===== src/rtl/gate_sweep_pkg.sv =====
// rtl/gate_sweep_pkg.sv - shared state encodings and sizes for the gate sweep sequencer
package gate_sweep_pkg;
    typedef enum logic [1:0] {
        IDLE   = 2'd0,
        DRIVE  = 2'd1,
        SAMPLE = 2'd2,
        DONE   = 2'd3
    } state_t;

    localparam int NUM_VECTORS = 4;
    localparam int CNT_W       = 8;
endpackage


===== src/rtl/sweep_settle_timer.sv =====
// rtl/sweep_settle_timer.sv - loadable down-counter with zero flag for vector settle time
module sweep_settle_timer
    import gate_sweep_pkg::*;
(
    input  logic             clk,
    input  logic             rst,
    input  logic             i_load,
    input  logic [CNT_W-1:0] i_load_val,
    input  logic             i_dec,
    output logic             o_zero
);
    logic [CNT_W-1:0] r_count;

    // Holds at zero rather than wrapping if decrement is requested past the end.
    always_ff @(posedge clk or posedge rst) begin
        if (rst) begin
            r_count <= '0;
        end else if (i_load) begin
            r_count <= i_load_val;
        end else if (i_dec && (r_count != '0)) begin
            r_count <= r_count - 1'b1;
        end
    end

    assign o_zero = (r_count == '0);
endmodule


===== src/rtl/gate_sweep_ctrl.sv =====
// rtl/gate_sweep_ctrl.sv - sweeps a 2-input gate through its 4 vectors and captures its truth table
// Optional expected-table compare enabled by GATE_SWEEP_COMPARE_EN.
module gate_sweep_ctrl
    import gate_sweep_pkg::*;
#(
    parameter int SETTLE = 2
) (
    input  logic                   clk,
    input  logic                   rst,
    input  logic                   start,
    output logic                   busy,
    output logic                   done,
    output logic                   w_out,
    output logic                   x_out,
    input  logic                   y_in,
`ifdef GATE_SWEEP_COMPARE_EN
    input  logic [NUM_VECTORS-1:0] expected,
`endif
    output logic [NUM_VECTORS-1:0] table_out,
    output logic                   pass
);
    localparam logic [CNT_W-1:0] RELOAD = CNT_W'(SETTLE - 1);

    state_t                 r_state;
    logic [1:0]             r_index;
    logic [NUM_VECTORS-1:0] r_shadow;
`ifdef GATE_SWEEP_COMPARE_EN
    logic [NUM_VECTORS-1:0] r_expected;
`endif
    logic                   w_load;
    logic                   w_zero;
    logic [NUM_VECTORS-1:0] w_next_shadow;

    assign w_load = ((r_state == IDLE) && start) || ((r_state == SAMPLE) && (r_index != 2'd3));

    sweep_settle_timer u_timer (
        .clk        (clk),
        .rst        (rst),
        .i_load     (w_load),
        .i_load_val (RELOAD),
        .i_dec      (r_state == DRIVE),
        .o_zero     (w_zero)
    );

    // Shadow including the sample being taken this cycle, so DONE can publish it directly.
    always_comb begin
        w_next_shadow          = r_shadow;
        w_next_shadow[r_index] = y_in;
    end

    always_ff @(posedge clk or posedge rst) begin
        if (rst) begin
            r_state    <= IDLE;
            r_index    <= 2'd0;
            r_shadow   <= '0;
            busy       <= 1'b0;
            done       <= 1'b0;
            w_out      <= 1'b0;
            x_out      <= 1'b0;
            table_out  <= '0;
`ifdef GATE_SWEEP_COMPARE_EN
            r_expected <= '0;
            pass       <= 1'b0;
`endif
        end else begin
            done <= 1'b0;
            case (r_state)
                IDLE: begin
                    if (start) begin
                        r_index        <= 2'd0;
                        r_shadow       <= '0;
                        busy           <= 1'b1;
                        {w_out, x_out} <= 2'b00;
`ifdef GATE_SWEEP_COMPARE_EN
                        r_expected     <= expected;
`endif
                        r_state        <= DRIVE;
                    end
                end
                DRIVE: begin
                    if (w_zero) begin
                        r_state <= SAMPLE;
                    end
                end
                SAMPLE: begin
                    r_shadow <= w_next_shadow;
                    if (r_index != 2'd3) begin
                        r_index        <= r_index + 2'd1;
                        {w_out, x_out} <= r_index + 2'd1;
                        r_state        <= DRIVE;
                    end else begin
                        table_out      <= w_next_shadow;
                        done           <= 1'b1;
                        {w_out, x_out} <= 2'b00;
`ifdef GATE_SWEEP_COMPARE_EN
                        pass           <= (w_next_shadow == r_expected);
`endif
                        r_state        <= DONE;
                    end
                end
                DONE: begin
                    busy    <= 1'b0;
                    r_state <= IDLE;
                end
            endcase
        end
    end

`ifndef GATE_SWEEP_COMPARE_EN
    assign pass = 1'b0;
`endif
endmodule


===== config.mk =====
export PLATFORM = sky130hd
export DESIGN_NAME = gate_sweep_ctrl
export DESIGN_NICKNAME = d
export VERILOG_FILES = /design/src/rtl/gate_sweep_pkg.sv /design/src/rtl/sweep_settle_timer.sv /design/src/rtl/gate_sweep_ctrl.sv
export SDC_FILE = /design/constraint.sdc
export NUM_CORES = 1
export LEC_CHECK = 0
export BUFFER_PORTS_ARGS = -buffer_cell sky130_fd_sc_hd__buf_2
export CORE_UTILIZATION = 35
export CTS_CLUSTER_DIAMETER = 50
export DETAILED_ROUTE_END_ITERATION = 8
export PLACE_DENSITY_LB_ADDON = 0.08
export SLEW_MARGIN = 10
export SYNTH_ARGS = -nofsm -noshare
export SYNTH_HDL_FRONTEND = slang
export SYNTH_SLANG_ARGS = --single-unit

===== constraint.sdc =====
create_clock -name clk -period 3.1 [get_ports clk]
set_input_delay 0.62 -clock clk [delete_from_list [all_inputs] [get_ports clk]]
set_output_delay 0.62 -clock clk [all_outputs]
set_load 0.01 [all_outputs]

==> results of run 1 <==
## sequential cells by signal (all words and copies together) (netlist names)
name             flops
u_timer.r_count      8
table_out            4
r_shadow             3
r_index              2
r_state              2
busy                 1
done                 1
w_out                1
x_out                1
## synthesized netlist by cell type, drive strengths merged, types with 4 or more instances
library cell and count:
a21oi 10, clkbuf 4, dfrtp 23, ha 6, inv 8, mux2i 5, nand2 7, nor2 6
nor2b 5, o21ai 13
## critical path, cell delays in order, from the launching register on
cell,delay (ps)
dfrtp_1,430
inv_1,120
ha_1,200
or3b_2,520
o21ai_0,490
mux2i_1,240
## report_power, final
| group | switching (mW) | internal (mW) |
|---|---|---|
| sequential | 0.124 | 0.419 |
| clock | 0.0888 | 0.0502 |
| combinational | 0.304 | 0.247 |
| total | 0.517 | 0.716 |
## worst paths after layout
path	from	endpoint	slack [ps]	depth (start not counted)
hold / removal	table_out[1]$_DFFE_PP0P_	table_out[1]$_DFFE_PP0P_	480	2
setup / recovery	u_timer.r_count[0]$_DFFE_PP0P_	u_timer.r_count[0]$_DFFE_PP0P_	1040	5
setup reg to reg	u_timer.r_count[0]$_DFFE_PP0P_	u_timer.r_count[0]$_DFFE_PP0P_	1040	5
min in group asynchronous	rst	table_out[0]$_DFFE_PP0P_	490	2
max in group asynchronous	rst	u_timer.r_count[7]$_DFFE_PP0P_	2060	2
hold reg to reg	table_out[1]$_DFFE_PP0P_	table_out[1]$_DFFE_PP0P_	480	2
## cell families after synthesis
kind of cell    count (synthesis)  synth area share, %
mux                             6                 5.15
fa+ha+maj                       6                 6.30
other cells                     1                0.315
simple gates                   32                 15.5
buf+inv                        14                 4.83
compound gates                 38                 19.5
flops                          23                 48.3
## routing by layer
| layer | up-vias | track usage, % | wire, microns |
|---|---|---|---|
| li1 | 443 | - | - |
| met1 | 428 | 20.4 | 1250 |
| met2 | 14 | 22.4 | 1050 |
| met3 | 2 | 4.48 | 62 |
| met4 | 0 | 4.65 | 18 |
| met5 | - | 0 | 0 |
## cell type report
cell class | count | area, sq um | share of cell area (%)
inverter | 8 | 30.0 | 2.31
tap | 44 | 55.1 | 4.23
timing repair buffer | 11 | 55.1 | 4.23
multi-input combinational | 83 | 558 | 42.9
sequential | 23 | 576 | 44.3
clock buffer | 4 | 26.3 | 2.02
==> results.cfg, run 1 <==
[clock_tree]
clkLatencyLatePin_ps = 310
numCtsBuffers = 3
cts-hold-fix-buffers = 0
ctsLongestPathBuffers = 2
cts_root_buf = clkbuf_4
post_cts_buffers = 0
clk_pin_slew_ps = 120
ctsHtreeMaxLevel = 1
cts_resized = 0
tritoncts = done
cts_sinks = 23

[cells_and_area]
n_antenna_cell = 0
syn_to_final_growth_pct = 9.14
fin_nets = 140
drive_above_1_share_pct = 13.2
fillers = 317
layout.cells.most_common = dfrtp_1
stdcell_area_sq_um = 1300
utilization_pct = 41.6
layout_common_cells = 23 x dfrtp_1, 13 x o21ai_0, 11 x buf_2, 10 x a21oi_1, 8 x inv_1
final_cells = 173

[timing]
hold_violations = 0
fin_skew_ps = 0.997
max_freq_mhz = 485
slew_violations = 0
max-slew-margin-rel_pct = 39.2
worstMarginPinSlew_ps = 912
fin_tns_setup_ps = 0
finalSetupViolations = 0
min_period_ps = 2060
rsz0062_at_grt = false
period_share_pct = 66.6
final.setup.worst_slack_ps = 1040
worst_hold_slack_ps = 485

[yosys]
synth_seq_area_share_pct = 48.3
yosys.area.top_type = dfrtp_1
synth.distinct_cells = 36
ys_top_cells_by_area = dfrtp_1 48%, ha_1 6.3%, o21ai_0 5.5%
ys.flop_type = dfrtp_1
postSynthCellCount = 120
synth-async-reset-ratio_pct = 100
synth_seq_cells = 23
netlist_area_sq_um = 1190
synth_edf_count = 0
synth_top_area_share_pct = 48.3
syn_nets = 130
syn_avg_cell_area_sq_um = 9.93
yosysWarnings = 0

[outcome]
outcome = completed

[global_route]
overflow = 0
grt_pass1_vias = 880
grt_pass1_wl_microns = 3930
antenna_found_initial = 0
gr-usage-all-layers_pct = 14.8
grt_start_max_net_pins = 24

[placed_design]
post_dp_cell_area_sq_um = 1270
place_hpwl_microns = 1670
dpl.cell_count = 169
portBuffers = 11
pre_cts_ws_ps = 1070
place_congestion = 0.741

[critical_path]
path_class = reg2reg
start_kind = register
arrival_ps = 2310
critPathCaptureType = register
path_max_fanout = 5
worstPathRequired_ps = 3340

[power_and_ir_drop]
p_leak_nw = 0.617
power_density_nw_per_um2 = 949
p_total_mw = 1.23
vdd_drop_max_v = 0.000359

[floorplan]
coreArea_sq_um = 3130
fp.dieArea_sq_um = 3640
row_count = 20
start_util_pct = 38.1
die_x_microns = 60.3
io_pins = 13
die_height_microns = 60.3

[route]
drtIter0Drc = 9
viasPerCell = 5.13
first_pass_iters = 4
drc = 0
final_antenna_net_count = 0
wl_per_cell_microns = 13.7
dr_total_vias = 887
routed_wirelength_microns = 2380

[flow_run]
maxCapViolCount = 0

[hold_path]
min_path_type = reg2reg
Note: power is estimated with default switching activity, not from simulation.
==> run 2: changes to the inputs <==
- clock period: 3.1 -> 2.1 ns (I/O delays scaled with it)
==> results.cfg, run 2 (same netlist as run 1, synthesis figures left out) <==
[clock_tree]
tritoncts = done
cts-hold-fix-buffers = 0
cts_sinks = 23
cts_resized = 0
cts_root_buf = clkbuf_4
post_cts_buffers = 0
clk_pin_slew_ps = 130
numCtsBuffers = 3
ctsLongestPathBuffers = 2
ctsHtreeMaxLevel = 1
clkLatencyLatePin_ps = 310

[timing]
max_freq_mhz = 532
max-slew-margin-rel_pct = 65.9
fin_tns_setup_ps = 0
hold_violations = 0
slew_violations = 0
period_share_pct = 89.6
worstMarginPinSlew_ps = 505
min_period_ps = 1880
fin_skew_ps = 4.25
finalSetupViolations = 0
rsz0062_at_grt = false
final.setup.worst_slack_ps = 219

[flow_run]
maxCapViolCount = 0

[critical_path]
critPathCaptureType = register
path_max_fanout = 7
crit_path_max_incr_delay_ps = 670
rrSetupSlack_ps = 220
rr_startpoint = u_timer.r_count[2]$_DFFE_PP0P_
cp_common_cell = or4_1
arrival_ps = 2130
worstPathRequired_ps = 2350
cp_num_buf_inv = 0
crit_slowest_cell = or4_1
path_class = reg2reg
cp_top_family = simple AND/OR/NAND/NOR gates
crit_chain = or4_1 > or4_1 > a21oi_1
reg2reg_depth = 3
reg2reg_to = u_timer.r_count[6]$_DFFE_PP0P_
start_kind = register

[placed_design]
post_dp_cell_area_sq_um = 1320
pre_cts_ws_ps = 250
portBuffers = 11
dpl.cell_count = 175
place_hpwl_microns = 1680
place_congestion = 0.732

[power_and_ir_drop]
p_leak_nw = 0.645
combPwrFrac_pct = 49.4
p_seq_share_pct = 39.8
p_int_mw = 1.12
p_sw_share_pct = 40.9
power_density_nw_per_um2 = 1400
p_clk_share_pct = 10.9
switching_power_mw = 0.771
vdd_drop_max_v = 0.000458

[cells_and_area]
fin_nets = 146
drive_above_1_share_pct = 17.0
layout.cells.most_common = dfrtp_1
stdcell_area_sq_um = 1350
utilization_pct = 43.0
largest_reg_flops = 8
largest-register = u_timer.r_count
syn_to_final_growth_pct = 12.9
n_antenna_cell = 0
reg_top3 = u_timer.r_count (8), table_out (4), r_shadow (3)
layout_common_cells = 23 x dfrtp_1, 13 x o21ai_0, 11 x buf_2, 10 x a21oi_1, 8 x inv_1
final_cells = 179

[floorplan]
start_util_pct = 38.1
fp.dieArea_sq_um = 3640
die_height_microns = 60.3
io_pins = 13
die_x_microns = 60.3
coreArea_sq_um = 3130
row_count = 20

[global_route]
grt_pass1_wl_microns = 3960
antenna_found_initial = 0
gr-usage-all-layers_pct = 14.9
grt_pass1_vias = 854
grt_start_max_net_pins = 24
overflow = 0

[route]
dr_total_vias = 896
drtIter0Drc = 16
final_antenna_net_count = 0
routed_wirelength_microns = 2270
drc = 0
wl_per_cell_microns = 12.7
viasPerCell = 5.01
first_pass_iters = 4

[outcome]
outcome = completed

[hold_path]
min_path_type = in2async
run 2: cell types whose count changed in the layout (fill, tap and decap cells not counted), sizes merged:
cell  change
buf       +6
run 2: final cells by class:
cell class / count / area [sq um]
Fill cell: 315 / 1780
Clock buffer: 4 / 26.3
Tap cell: 44 / 55.1
Timing Repair Buffer: 17 / 100
Multi-Input combinational cell: 83 / 558
Sequential cell: 23 / 576
Inverter: 8 / 30.0
run 2: metrics by stage:
| step | hold slack (ps) | power (mW) |
|---|---|---|
| 2_1_floorplan | 422 | 1.41 |
| 3_3_place_gp | 457 | 1.68 |
| 3_5_place_dp | 467 | 1.69 |
| 4_1_cts | 121 | 1.91 |
| 5_1_grt | 145 | 2.07 |
| 6_report | 127 | 1.89 |
run 2: worst register-to-register path, cell delays in order, from the launching register on:
cell and delay (ps):
dfrtp_1 460, or4_1 670, or4_1 540, a21oi_1 150
run 2: how the worst max path moves through the flow:
stage | start | to | slack, ps | depth (start not counted)
after CTS | u_timer.r_count[2]$_DFFE_PP0P_ | u_timer.r_count[6]$_DFFE_PP0P_ | 220 | 3
after detailed placement | u_timer.r_count[2]$_DFFE_PP0P_ | u_timer.r_count[6]$_DFFE_PP0P_ | 250 | 3
after global placement | u_timer.r_count[2]$_DFFE_PP0P_ | u_timer.r_count[6]$_DFFE_PP0P_ | 320 | 3
final | u_timer.r_count[2]$_DFFE_PP0P_ | u_timer.r_count[6]$_DFFE_PP0P_ | 220 | 3
after global routing | u_timer.r_count[2]$_DFFE_PP0P_ | u_timer.r_count[6]$_DFFE_PP0P_ | 150 | 3
after floorplan | u_timer.r_count[2]$_DFFE_PP0P_ | u_timer.r_count[6]$_DFFE_PP0P_ | 340 | 4
run 2: power by group through the flow:
stage	logic (mW)	registers (mW)	clock network, mW
2_1_floorplan	0.639	0.767	0
3_3_place_gp	0.932	0.749	0
3_5_place_dp	0.929	0.762	0
4_1_cts	0.937	0.750	0.224
5_1_grt	1.06	0.777	0.240
6_report	0.932	0.751	0.205
run 2: layer usage:
metal | GRT usage (%) | wire (microns) | part of all wire [%]
met2 | 21.8 | 983 | 43
met5 | 0 | 0 | 0
met3 | 2.56 | 48 | 2.1
met1 | 21.4 | 1210 | 53
met4 | 6.98 | 27 | 1.2
==> run 3: changes to the inputs <==
- CORE_UTILIZATION: 35 -> 50
==> results.cfg, run 3 (same netlist as run 1, synthesis figures left out) <==
[route]
dr_total_vias = 885
final_antenna_net_count = 0
drc = 0
first_pass_iters = 4
viasPerCell = 5.46
routed_wirelength_microns = 2300
drtIter0Drc = 21
wl_per_cell_microns = 14.2

[critical_path]
cp_top_family = simple AND/OR/NAND/NOR gates
crit_slowest_cell = or4_1
critPathCaptureType = register
arrival_ps = 2110
crit_chain = or4_1 > or4_1 > a21oi_1
cp_num_buf_inv = 0
cp_common_cell = or4_1
start_kind = register
path_class = reg2reg
worstPathRequired_ps = 2340
crit_path_max_incr_delay_ps = 650
path_max_fanout = 7

[placed_design]
place_congestion = 0.853
post_dp_cell_area_sq_um = 1290
portBuffers = 11
place_hpwl_microns = 1690
pre_cts_ws_ps = 277

[clock_tree]
ctsHtreeMaxLevel = 1
ctsLongestPathBuffers = 2
numCtsBuffers = 3
tritoncts = done
post_cts_buffers = 0
cts_root_buf = clkbuf_4
clk_pin_slew_ps = 130
clkLatencyLatePin_ps = 310
cts_sinks = 23
cts_resized = 0
cts-hold-fix-buffers = 0

[global_route]
overflow = 0
grt_pass1_vias = 872
antenna_found_initial = 0
grt_start_max_net_pins = 24
grt_pass1_wl_microns = 4060
gr-usage-all-layers_pct = 21.6

[timing]
worstMarginPinSlew_ps = 564
fin_skew_ps = 8.29
max-slew-margin-rel_pct = 61.8
final.setup.worst_slack_ps = 239
max_freq_mhz = 537
slew_violations = 0
min_period_ps = 1860
fin_tns_setup_ps = 0
worst_hold_slack_ps = 118
finalSetupViolations = 0
hold_violations = 0
rsz0062_at_grt = false
period_share_pct = 88.6

[cells_and_area]
syn_to_final_growth_pct = 10.6
multi_input_area_sq_um = 558
regArea_sq_um = 576
fin_nets = 145
drive_above_1_share_pct = 16.4
stdcell_area_sq_um = 1320
n_antenna_cell = 0
fillers = 198
largest-register = u_timer.r_count
largest_reg_flops = 8
layout_common_cells = 23 x dfrtp_1, 13 x o21ai_0, 11 x buf_2, 10 x a21oi_1, 8 x inv_1
layout.cells.most_common = dfrtp_1
reg_top3 = u_timer.r_count (8), table_out (4), r_shadow (3)

[floorplan]
die_x_microns = 50.8
coreArea_sq_um = 2230
fp.dieArea_sq_um = 2580
start_util_pct = 53.3
io_pins = 13
row_count = 17
die_height_microns = 50.8

[power_and_ir_drop]
power_density_nw_per_um2 = 1430
vdd_drop_max_v = 0.000815
p_total_mw = 1.89
p_leak_nw = 0.641

[outcome]
outcome = completed

[hold_path]
min_path_type = in2async

[flow_run]
maxCapViolCount = 0
[run 3: cell count changes in the layout (fill, tap and decap cells not counted), sizes merged]
cell,change
buf,-1
[run 3: metrics by stage]
step / util (%) / instances
finish: 59.0 / 162
global route: 59.0 / 162
CTS: 59.0 / 162
detailed placement: 57.8 / 158
global placement: 57.8 / 158
floorplan: - / 120
[run 3: layout make-up]
class	count	area share, %
flip-flops and latches	23	43.7
multi-input cells	83	42.4
repair buffers	16	7.03
well taps	28	2.66
inverters	8	2.28
clock buffers	4	1.99
[run 3: worst min-delay path, cell delays in order]
cell and delay (ps):
buf_2 100, inv_1 40, buf_4 280
[run 3: worst paths after layout]
kind | depth (start not counted) | startpoint | end | slack [ps]
max | 3 | u_timer.r_count[2]$_DFFE_PP0P_ | u_timer.r_count[6]$_DFFE_PP0P_ | 240
min | 3 | rst | u_timer.r_count[0]$_DFFE_PP0P_ | 120
max in group asynchronous | 3 | rst | r_index[0]$_DFFE_PP0P_ | 1750
min in group clk | 2 | y_in | table_out[3]$_DFFE_PP0P_ | 400
max reg2reg | 3 | u_timer.r_count[2]$_DFFE_PP0P_ | u_timer.r_count[6]$_DFFE_PP0P_ | 240
min reg2reg | 2 | r_shadow[0]$_DFFE_PP0P_ | r_shadow[0]$_DFFE_PP0P_ | 490
[run 3: routing by layer]
metal / track usage [%] / part of all wire (%) / routed length, microns / vias up
met5: 0 / 0 / 0 / -
met4: 6.94 / 0.74 / 17 / 0
met3: 3.57 / 2.5 / 57 / 2
met2: 33.6 / 46 / 1070 / 12
met1: 31.0 / 50 / 1150 / 415
li1: - / - / - / 456
[run 3: power by group]
group          switching, mW  internal, mW
Sequential             0.137         0.619
Combinational          0.510         0.413
Clock                  0.133        0.0740
Total                  0.779          1.11
